<file path="src/rtl/sdram_port_arb.sv">
// Two-client arbiter in front of an SDRAM core: one request in flight toward the core,
// up to MAX_OUT accepted-but-unacknowledged requests whose owners are tracked in order.
// Build option: define SDRAM_ARB_FIXED_PRIO_EN for fixed priority (client 0 wins ties).
module sdram_port_arb #(
    parameter int ADDR_WIDTH = 32,
    parameter int DATA_WIDTH = 32,
    parameter int WORD_LEN   = $clog2(DATA_WIDTH) - 2,
    parameter int MAX_OUT    = 4
) (
    input  logic                  clk,
    input  logic                  rst_n,

    input  logic [WORD_LEN-1:0]   c0_wr,
    input  logic                  c0_rd,
    input  logic [ADDR_WIDTH-1:0] c0_addr,
    input  logic [DATA_WIDTH-1:0] c0_write_data,
    output logic                  c0_accept,
    output logic                  c0_ack,
    output logic                  c0_error,
    output logic [DATA_WIDTH-1:0] c0_read_data,

    input  logic [WORD_LEN-1:0]   c1_wr,
    input  logic                  c1_rd,
    input  logic [ADDR_WIDTH-1:0] c1_addr,
    input  logic [DATA_WIDTH-1:0] c1_write_data,
    output logic                  c1_accept,
    output logic                  c1_ack,
    output logic                  c1_error,
    output logic [DATA_WIDTH-1:0] c1_read_data,

    output logic [WORD_LEN-1:0]   m_wr,
    output logic                  m_rd,
    output logic [ADDR_WIDTH-1:0] m_addr,
    output logic [DATA_WIDTH-1:0] m_write_data,
    input  logic                  m_accept,
    input  logic                  m_ack,
    input  logic                  m_error,
    input  logic [DATA_WIDTH-1:0] m_read_data
);

    localparam int PTR_W = $clog2(MAX_OUT);
    localparam int CNT_W = PTR_W + 1;
    localparam logic [CNT_W-1:0] FULL = CNT_W'(MAX_OUT);

    localparam logic [0:0] IDLE  = 1'b0;
    localparam logic [0:0] ISSUE = 1'b1;

    logic [WORD_LEN-1:0]   cl_wr    [2];
    logic [ADDR_WIDTH-1:0] cl_addr  [2];
    logic [DATA_WIDTH-1:0] cl_wdata [2];
    logic [DATA_WIDTH-1:0] rdata_vec [2];
    logic [1:0]            cl_rd;
    logic [1:0]            pending;
    logic [1:0]            accept_vec;
    logic [1:0]            ack_vec;

    logic [0:0]       state_reg, state_next;
    logic             owner_reg;
    logic             last_grant_reg;
    logic [PTR_W-1:0] wr_ptr_reg, rd_ptr_reg;
    logic [CNT_W-1:0] count_reg, count_next;
    logic             fifo_mem [MAX_OUT];

    logic push, pop, head_owner, other, b2b_ok, idle_grant;
    logic load_en, load_sel, clear_en;

    assign cl_wr[0]    = c0_wr;
    assign cl_wr[1]    = c1_wr;
    assign cl_rd       = {c1_rd, c0_rd};
    assign cl_addr[0]  = c0_addr;
    assign cl_addr[1]  = c1_addr;
    assign cl_wdata[0] = c0_write_data;
    assign cl_wdata[1] = c1_write_data;

    assign push       = (state_reg == ISSUE) & m_accept;
    assign pop        = m_ack & (count_reg != '0);
    assign head_owner = fifo_mem[rd_ptr_reg];
    assign other      = ~owner_reg;

    genvar gi;
    generate
        for (gi = 0; gi < 2; gi++) begin : g_client
            assign pending[gi]    = (cl_wr[gi] != '0) | cl_rd[gi];
            assign accept_vec[gi] = push & (owner_reg == 1'(gi));
            assign ack_vec[gi]    = pop & (head_owner == 1'(gi));
            assign rdata_vec[gi]  = ack_vec[gi] ? m_read_data : '0;
        end
    endgenerate

    assign c0_accept    = accept_vec[0];
    assign c1_accept    = accept_vec[1];
    assign c0_ack       = ack_vec[0];
    assign c1_ack       = ack_vec[1];
    assign c0_error     = ack_vec[0] & m_error;
    assign c1_error     = ack_vec[1] & m_error;
    assign c0_read_data = rdata_vec[0];
    assign c1_read_data = rdata_vec[1];

    always_comb begin
        count_next = count_reg;
        if (push && !pop) begin
            count_next = count_reg + 1'b1;
        end else if (pop && !push) begin
            count_next = count_reg - 1'b1;
        end
    end

    always_comb begin
        idle_grant = pending[1] & ~pending[0];
        if (pending[0] && pending[1]) begin
`ifdef SDRAM_ARB_FIXED_PRIO_EN
            idle_grant = 1'b0;
`else
            idle_grant = ~last_grant_reg;
`endif
        end
    end

    // The just-accepted client is never eligible here, so only the other one can chain.
`ifdef SDRAM_ARB_FIXED_PRIO_EN
    // Chain only toward client 0; after a client-0 accept, re-arbitrate so it keeps priority.
    assign b2b_ok = pending[other] & (count_next < FULL) & owner_reg;
`else
    assign b2b_ok = pending[other] & (count_next < FULL);
`endif

    always_comb begin
        state_next = state_reg;
        load_en    = 1'b0;
        load_sel   = 1'b0;
        clear_en   = 1'b0;
        case (state_reg)
            IDLE: begin
                if ((pending != 2'b00) && (count_reg < FULL)) begin
                    load_en    = 1'b1;
                    load_sel   = idle_grant;
                    state_next = ISSUE;
                end
            end
            ISSUE: begin
                if (m_accept) begin
                    if (b2b_ok) begin
                        load_en  = 1'b1;
                        load_sel = other;
                    end else begin
                        clear_en   = 1'b1;
                        state_next = IDLE;
                    end
                end
            end
            default: state_next = IDLE;
        endcase
    end

    always_ff @(posedge clk or negedge rst_n) begin
        if (!rst_n) begin
            state_reg      <= IDLE;
            owner_reg      <= 1'b0;
            last_grant_reg <= 1'b1;
            m_wr           <= '0;
            m_rd           <= 1'b0;
            m_addr         <= '0;
            m_write_data   <= '0;
            wr_ptr_reg     <= '0;
            rd_ptr_reg     <= '0;
            count_reg      <= '0;
        end else begin
            state_reg <= state_next;
            count_reg <= count_next;
            if (push) begin
                wr_ptr_reg <= wr_ptr_reg + 1'b1;
            end
            if (pop) begin
                rd_ptr_reg <= rd_ptr_reg + 1'b1;
            end
            if (load_en) begin
                m_wr           <= cl_wr[load_sel];
                m_rd           <= cl_rd[load_sel];
                m_addr         <= cl_addr[load_sel];
                m_write_data   <= cl_wdata[load_sel];
                owner_reg      <= load_sel;
                last_grant_reg <= load_sel;
            end else if (clear_en) begin
                m_wr         <= '0;
                m_rd         <= 1'b0;
                m_addr       <= '0;
                m_write_data <= '0;
            end
        end
    end

    // Owner storage needs no reset: entries are only read while count_reg says they are valid.
    always_ff @(posedge clk) begin
        if (push) begin
            fifo_mem[wr_ptr_reg] <= owner_reg;
        end
    end

endmodule

</file>
<file path="config.mk">
export PLATFORM = sky130hd
export DESIGN_NAME = sdram_port_arb
export DESIGN_NICKNAME = d
export VERILOG_FILES = /design/src/rtl/sdram_port_arb.sv
export SDC_FILE = /design/constraint.sdc
export NUM_CORES = 1
export LEC_CHECK = 0
export ABC_AREA = 0
export CAP_MARGIN = 20
export CORE_AREA = 2 2 119 121
export CTS_CLUSTER_DIAMETER = 80
export DETAILED_ROUTE_END_ITERATION = 6
export DIE_AREA = 0 0 121 123
export PLACE_DENSITY_LB_ADDON = 0.08
export SLEW_MARGIN = 20
export SYNTH_ARGS = -nofsm -noshare
export SYNTH_HDL_FRONTEND = slang
export SYNTH_SLANG_ARGS = --single-unit
</file>
<file path="constraint.sdc">
create_clock -name clk -period 3.4 [get_ports clk]
set_input_delay 0.51 -clock clk [delete_from_list [all_inputs] [get_ports clk]]
set_output_delay 0.51 -clock clk [all_outputs]
set_load 0.02 [all_outputs]
</file>
### After elaboration in Yosys (flattened, before gate mapping)

Memory sizes are Yosys's and may differ from the RTL's.
Cells that the tools add are included.

| cells by class | value |
|---|---|
| reduce and logical (&&, ||, !) cells | 11 |
| bitwise operators | 18 |
| magnitude comparators | 5 |
| add/subtract/negate cells | 4 |
| muxes and demuxes | 40 |

Operators with widths:

| kind | count |
|---|---|
| two-way mux 32 bit | 11 |
| two-way mux 3 bit | 7 |
| two-way mux 1 bit | 19 |
| AND 1 bit | 10 |
| nonzero test 3 bit | 3 |
| < comparator 3 bit, second input constant | 2 |
| one-hot mux 1 bit (2 select lines) | 3 |
| inverter 1 bit | 5 |
| adder 2 x 1 -> 2 bit, second input constant | 2 |
| logical AND 1 bit | 4 |
| < comparator 1 x 2 -> 1 bit, second input constant | 2 |
| nonzero test 2 bit | 2 |
| adder 3 x 1 -> 3 bit, second input constant | 1 |
| subtractor 3 x 1 -> 3 bit, second input constant | 1 |
| greater-or-equal comparator 2 bit, second input constant | 1 |
| zero test 1 bit | 2 |
| inverter 1 -> 2 bit | 1 |
| bitwise OR 1 bit | 2 |

| storage, ports and cells | value |
|---|---|
| bits in writable memories | 4 |
| bits of input ports | 173 |
| word-level logic and storage cells | 89 |
| output and inout bits | 138 |
| register bits | 78 |
| memories | 1 |

Memories:

| memory | words | bits a word | read ports | clocked after memory_dff | write ports | RTL line | text |
|---|---|---|---|---|---|---|---|
| fifo_mem | 4 | 1 | 1 | 0 | 1 | 62 | `logic fifo_mem [MAX_OUT];` |

### Logic depth before layout (Yosys ltp)

Gate-level depths: netlist of the first run.

| logic depth | value |
|---|---|
| word-level depth | 15 |
| mapped depth | 15 |
| mapped depth without buffers | 11 |

### Least setup slack after synthesis of the first run

Ideal clock, no wire load.

| path | value |
|---|---|
| path kind | reg2reg |
| start | reg count_reg[0] |
| end | reg m_write_data[12] |
| buffers on the path | 4 |
| setup time | 0.132 ns |
| clock period less this slack | 2.894 ns |
| data required time | 3.268 ns |
| data arrival time | 2.762 ns |
| path slack | 0.506 ns |
| cell stages (with the launch flop) | 16 |
| cells stage by stage | dfrtp_1 -> inv_1 -> ha_1 -> inv_1 -> o21ai_0 -> inv_1 -> clkbuf_1 -> ha_1 -> and4b_1 -> a211oi_4 -> o22a_1 -> buf_6 -> buf_8 -> buf_6 -> mux2i_1 -> o21ai_1 |

| on the way | value |
|---|---|
| longest elaborated chain between the ends | 15 |
| elaborated cells between the ends (all ways) | 30 |
| those cells by class | add/sub: 2; order compare: 2; mux: 17; bitwise: 3; reduce/logical: 6 |

RTL lines:

| element | RTL line | text |
|---|---|---|
| from (decl) | 61 | `logic [CNT_W-1:0] count_reg, count_next;` |
| from (signal assigned) | 169 | `count_reg <= count_next;` |
| nonzero test 3 bit (*) | 76 | `assign pop = m_ack & (count_reg != '0);` |
| AND 1 bit (*) | 76 |  |
| net pop | 64 | `logic push, pop, head_owner, other, b2b_ok, idle_grant;` |
| logical AND 1 bit / zero test 1 bit (equally long branches) | 103, 101 |  |
| two-way mux 3 bit / logical AND 1 bit (equally long branches) | 103, 101 |  |
| two-way mux 3 bit (*) | 101 | `if (push && !pop) begin` |
| net count_next[2] | 61 |  |
| < comparator 3 bit (*) | 124 | `assign b2b_ok = pending[other] & (count_next < FULL);` |
| AND 1 bit (*) | 124 |  |
| two-way mux 1 bit | 142 | `if (b2b_ok) begin` |
| two-way mux 1 bit | 141 | `if (m_accept) begin` |
| one-hot mux 1 bit (2 select lines) | 132 | `case (state_reg)` |
| inverter 1 -> 2 bit (implied by the code) | 180 | `m_write_data <= cl_wdata[load_sel];` |
| two-way mux 32 bit (implied by the code) (3 in series) | 180 |  |
| two-way mux 32 bit | 176 | `if (load_en) begin` |
| to (signal assigned) | 180 |  |
| to (decl) | 34 | `output logic [DATA_WIDTH-1:0] m_write_data,` |

The timed path passes the listed nets; every way through them passes the cells marked *. The select of a mux whose other input is x is not followed.
A chain may end at the register's enable or synchronous reset.

### Final worst setup path of the first run

| path | value |
|---|---|
| start | reg count_reg[0] |
| end | out c1_read_data[28] |

| on the way | value |
|---|---|
| longest elaborated chain between the ends | 4 |

RTL lines:

| element | RTL line | text |
|---|---|---|
| nonzero test 3 bit | 76 |  |
| AND 1 bit | 76 |  |
| AND 1 bit | 85 | `assign ack_vec[gi] = pop & (head_owner == 1'(gi));` |
| two-way mux 32 bit | 86 | `assign rdata_vec[gi] = ack_vec[gi] ? m_read_data : '0;` |
| to (decl) | 29 | `output logic [DATA_WIDTH-1:0] c1_read_data,` |

No other way between the ends.

==> impl_metrics.toml, run 1 <==
[run_status]
status = "complete, no violations"

[critical_path]
cp.required_ps = 2890
path_class = "flop to output pin"
crit_path_max_incr_delay_ps = 550
critPathLaunchType = "flop"
end_kind = "output pin"
reg2reg_depth = 11
cp_max_fo = 35
r2r_end = "m_write_data[29]$_DFFE_PN0P_"
regToRegSetupSlack_ps = 420
critPathMostFrequentCell = "inv_1"
cp_slowest_cell = "clkdlybuf4s50_1"
r2r-start = "count_reg[0]$_DFFE_PN0P_"
crit_chain = "inv_1 > ha_1 > inv_1 > o21ai_0 > inv_1 > buf_4 > and3_1 > clkdlybuf4s50_1"
worstPathArrival_ps = 2560

[floorplan]
die_h_um = 123
io_pins = 311
core_sq_um = 13600
rows = 43
die_w_um = 121
die-area_sq_um = 14900
start_util_pct = 32.4

[timing]
hold_violations = 0
period_needed_ps = 3070
period_share_pct = 90.2
finalSetupViolCount = 0
setup_tns_ps = 0
skew_ps = 7.07
worstMarginPinSlew_ps = 760
rsz0062_at_grt = "false"
hold_ws_ps = 200
fmax_mhz = 326
drv_slew = 0
maxSlewHeadroom_pct = 48.9

[clocking]
post_cts_buffers = 0
clock_sink_count = 82
path_clk_slew_ps = 60
cts_buffer_depth = 2
post_cts_resized = 0
cts_buffers = 9
cts_root_buf = "clkbuf_16"
clock_latency_ps = 340
tritoncts = "built"
cts_htree_levels = 3
cts.hold.buffers_added = 0

[placement]
dp_hpwl_um = 11400
place_congestion = 0.750
dp_cells = 918
port-buffer-count = 310

[synth]
synth-edff-count = 4
netlist.area_leader.share_pct = 43.7
ys_ff_latch = 82
synth_top_area_cell = "dfrtp_1"
yosysMostFrequentCell = "dfrtp_1"
syn_area_sq_um = 4410
async_reset_ff_share_pct = 95.1
synth_area_leaders = "dfrtp_1 (44%), mux2i_1 (15%), nand2_1 (6.2%)"
synth_warnings = 0
ys.flop_type = "dfrtp_1"
avgSynthCellArea_sq_um = 9.83
synthTopCellsByCount = "dfrtp_1 (77), nand2_1 (73), mux2i_1 (64), o21ai_0 (54), and3_1 (39)"
synth.net_count = 630
synth_cell_types = 37
netlist_instances = 448
synth_sequential_area_ratio_pct = 47.1

[finish]
largestRegisters = "m_addr: 32 flops, m_write_data: 32 flops, fifo_mem: 4 flops"
fin_cells = 934
finalNetCount = 931
syn_to_final_growth_pct = 80.6
utilization_pct = 58.5
nFillCells = 1209
diodes = 0
drive_above_1_share_pct = 4.24

[detailed_routing]
num_vias = 4403
wire_per_inst_um = 16.1
drc = 0
wl_um = 15100
avgViaCountPerCell = 4.71
postRouteAntennaNets = 0
drt_pre_antenna_iters = 5
drt_iter0_markers = 182

[grt]
globalRouteOverflowTotal = 0
grt_usage_pct = 19.8
grt_pass1_wl_um = 23000
grt_antenna_before_repair = 0
grt_pass1_vias = 4333
grt_max_degree = 79

[run]
cap_violations = 0

[power_and_ir_drop]
power_density_nw_per_um2 = 826
vdd_ir_drop_max_mv = 0.350
p_leak_nw = 3.69

[worst_hold_path]
hp-class = "input port to asynchronous set/reset pin"
-- layout by cell type, fill, tap and decap left out, types with 3 or more instances in the layout --
master,n
buf_4,8
nand2_1,73
mux2i_1,64
nor2_1,6
buf_12,3
and2_1,34
clkdlybuf4s50_1,309
clkbuf_16,9
o21ai_0,54
edfxtp_1,4
dfrtp_1,77
inv_1,8
o21ai_1,20
xnor2_1,3
a22oi_1,4
and3_1,39
ha_1,9
-- where the power goes --
part           leakage (nW)  switching [mW]  internal, mW  total, mW
Clock                 0.127           0.385         0.493      0.878
Sequential             1.02           0.257          1.44       1.69
Combinational          2.55            2.14          1.87       4.00
-- area by class of cell --
class | count | area, sq um | area share [%]
Clock buffer | 11 | 233 | 2.92
Clock inverter | 5 | 30.0 | 0.377
Inverter | 8 | 30.0 | 0.377
Multi-Input combinational cell | 327 | 2140 | 26.9
Sequential cell | 82 | 2070 | 26.1
Tap cell | 180 | 225 | 2.83
Timing Repair Buffer | 321 | 3220 | 40.5
-- worst max-delay path: cells and delay by family (launching register included) --
kind | cells | cell delay (ps)
buf+inv | 5 | 1050
flops | 1 | 410
compound gates | 1 | 390
simple gates | 1 | 210
fa+ha+maj | 1 | 150
-- metal layers --
| layer | GRT usage [%] | wire length (um) | part of all wire (%) |
|---|---|---|---|
| met5 | 0 | 0 | 0 |
| met4 | 6.61 | 241 | 1.6 |
| met3 | 8.12 | 1540 | 10 |
| met2 | 34.0 | 7620 | 51 |
| met1 | 22.5 | 5670 | 38 |
-- per-stage QoR --
stage                     area [sq um]  setup WS [ps]  power (mW)
final                             7960            334        6.57
after global routing              7960           70.5        7.04
after CTS                         7950            293        6.67
after detailed placement          7690            259        5.76
after global placement            7690            350        5.68
after floorplan                   4410            506        3.96
-- logic make-up (layout without fill, tap and decap cells) --
family | after synthesis | count (layout) | synth area share [%]
compound gates | 89 | 89 | 11.5
buf+inv | 39 | 345 | 4.71
simple gates | 161 | 161 | 18.5
mux | 65 | 65 | 15.1
fa+ha+maj | 9 | 9 | 2.56
xor+xnor | 3 | 3 | 0.597
flops | 82 | 82 | 47.1
-- worst max path at each step --
stage	from	to	slack, ps	cells after the start
2_1_floorplan	count_reg[0]$_DFFE_PN0P_	m_write_data[12]$_DFFE_PN0P_	510	15
3_3_place_gp	m_accept	m_write_data[25]$_DFFE_PN0P_	350	10
3_5_place_dp	m_accept	m_addr[2]$_DFFE_PN0P_	260	10
4_1_cts	count_reg[0]$_DFFE_PN0P_	c1_read_data[0]	290	8
5_1_grt	count_reg[0]$_DFFE_PN0P_	m_addr[27]$_DFFE_PN0P_	70	11
6_report	count_reg[0]$_DFFE_PN0P_	c1_read_data[28]	330	8
No activity file was read; power rests on OpenSTA's default activity.
==> inputs of run 2 (changes only) <==
--- a/config.mk
+++ b/config.mk
@@ -11,6 +11,7 @@
 export CTS_CLUSTER_DIAMETER = 80
 export DETAILED_ROUTE_END_ITERATION = 6
 export DIE_AREA = 0 0 121 123
+export GPL_ROUTABILITY_DRIVEN = 0
 export PLACE_DENSITY_LB_ADDON = 0.08
 export SLEW_MARGIN = 20
 export SYNTH_ARGS = -nofsm -noshare
==> results of run 2 <==
Same layout as run 1: the final DEF is identical, and so are final timing and power.
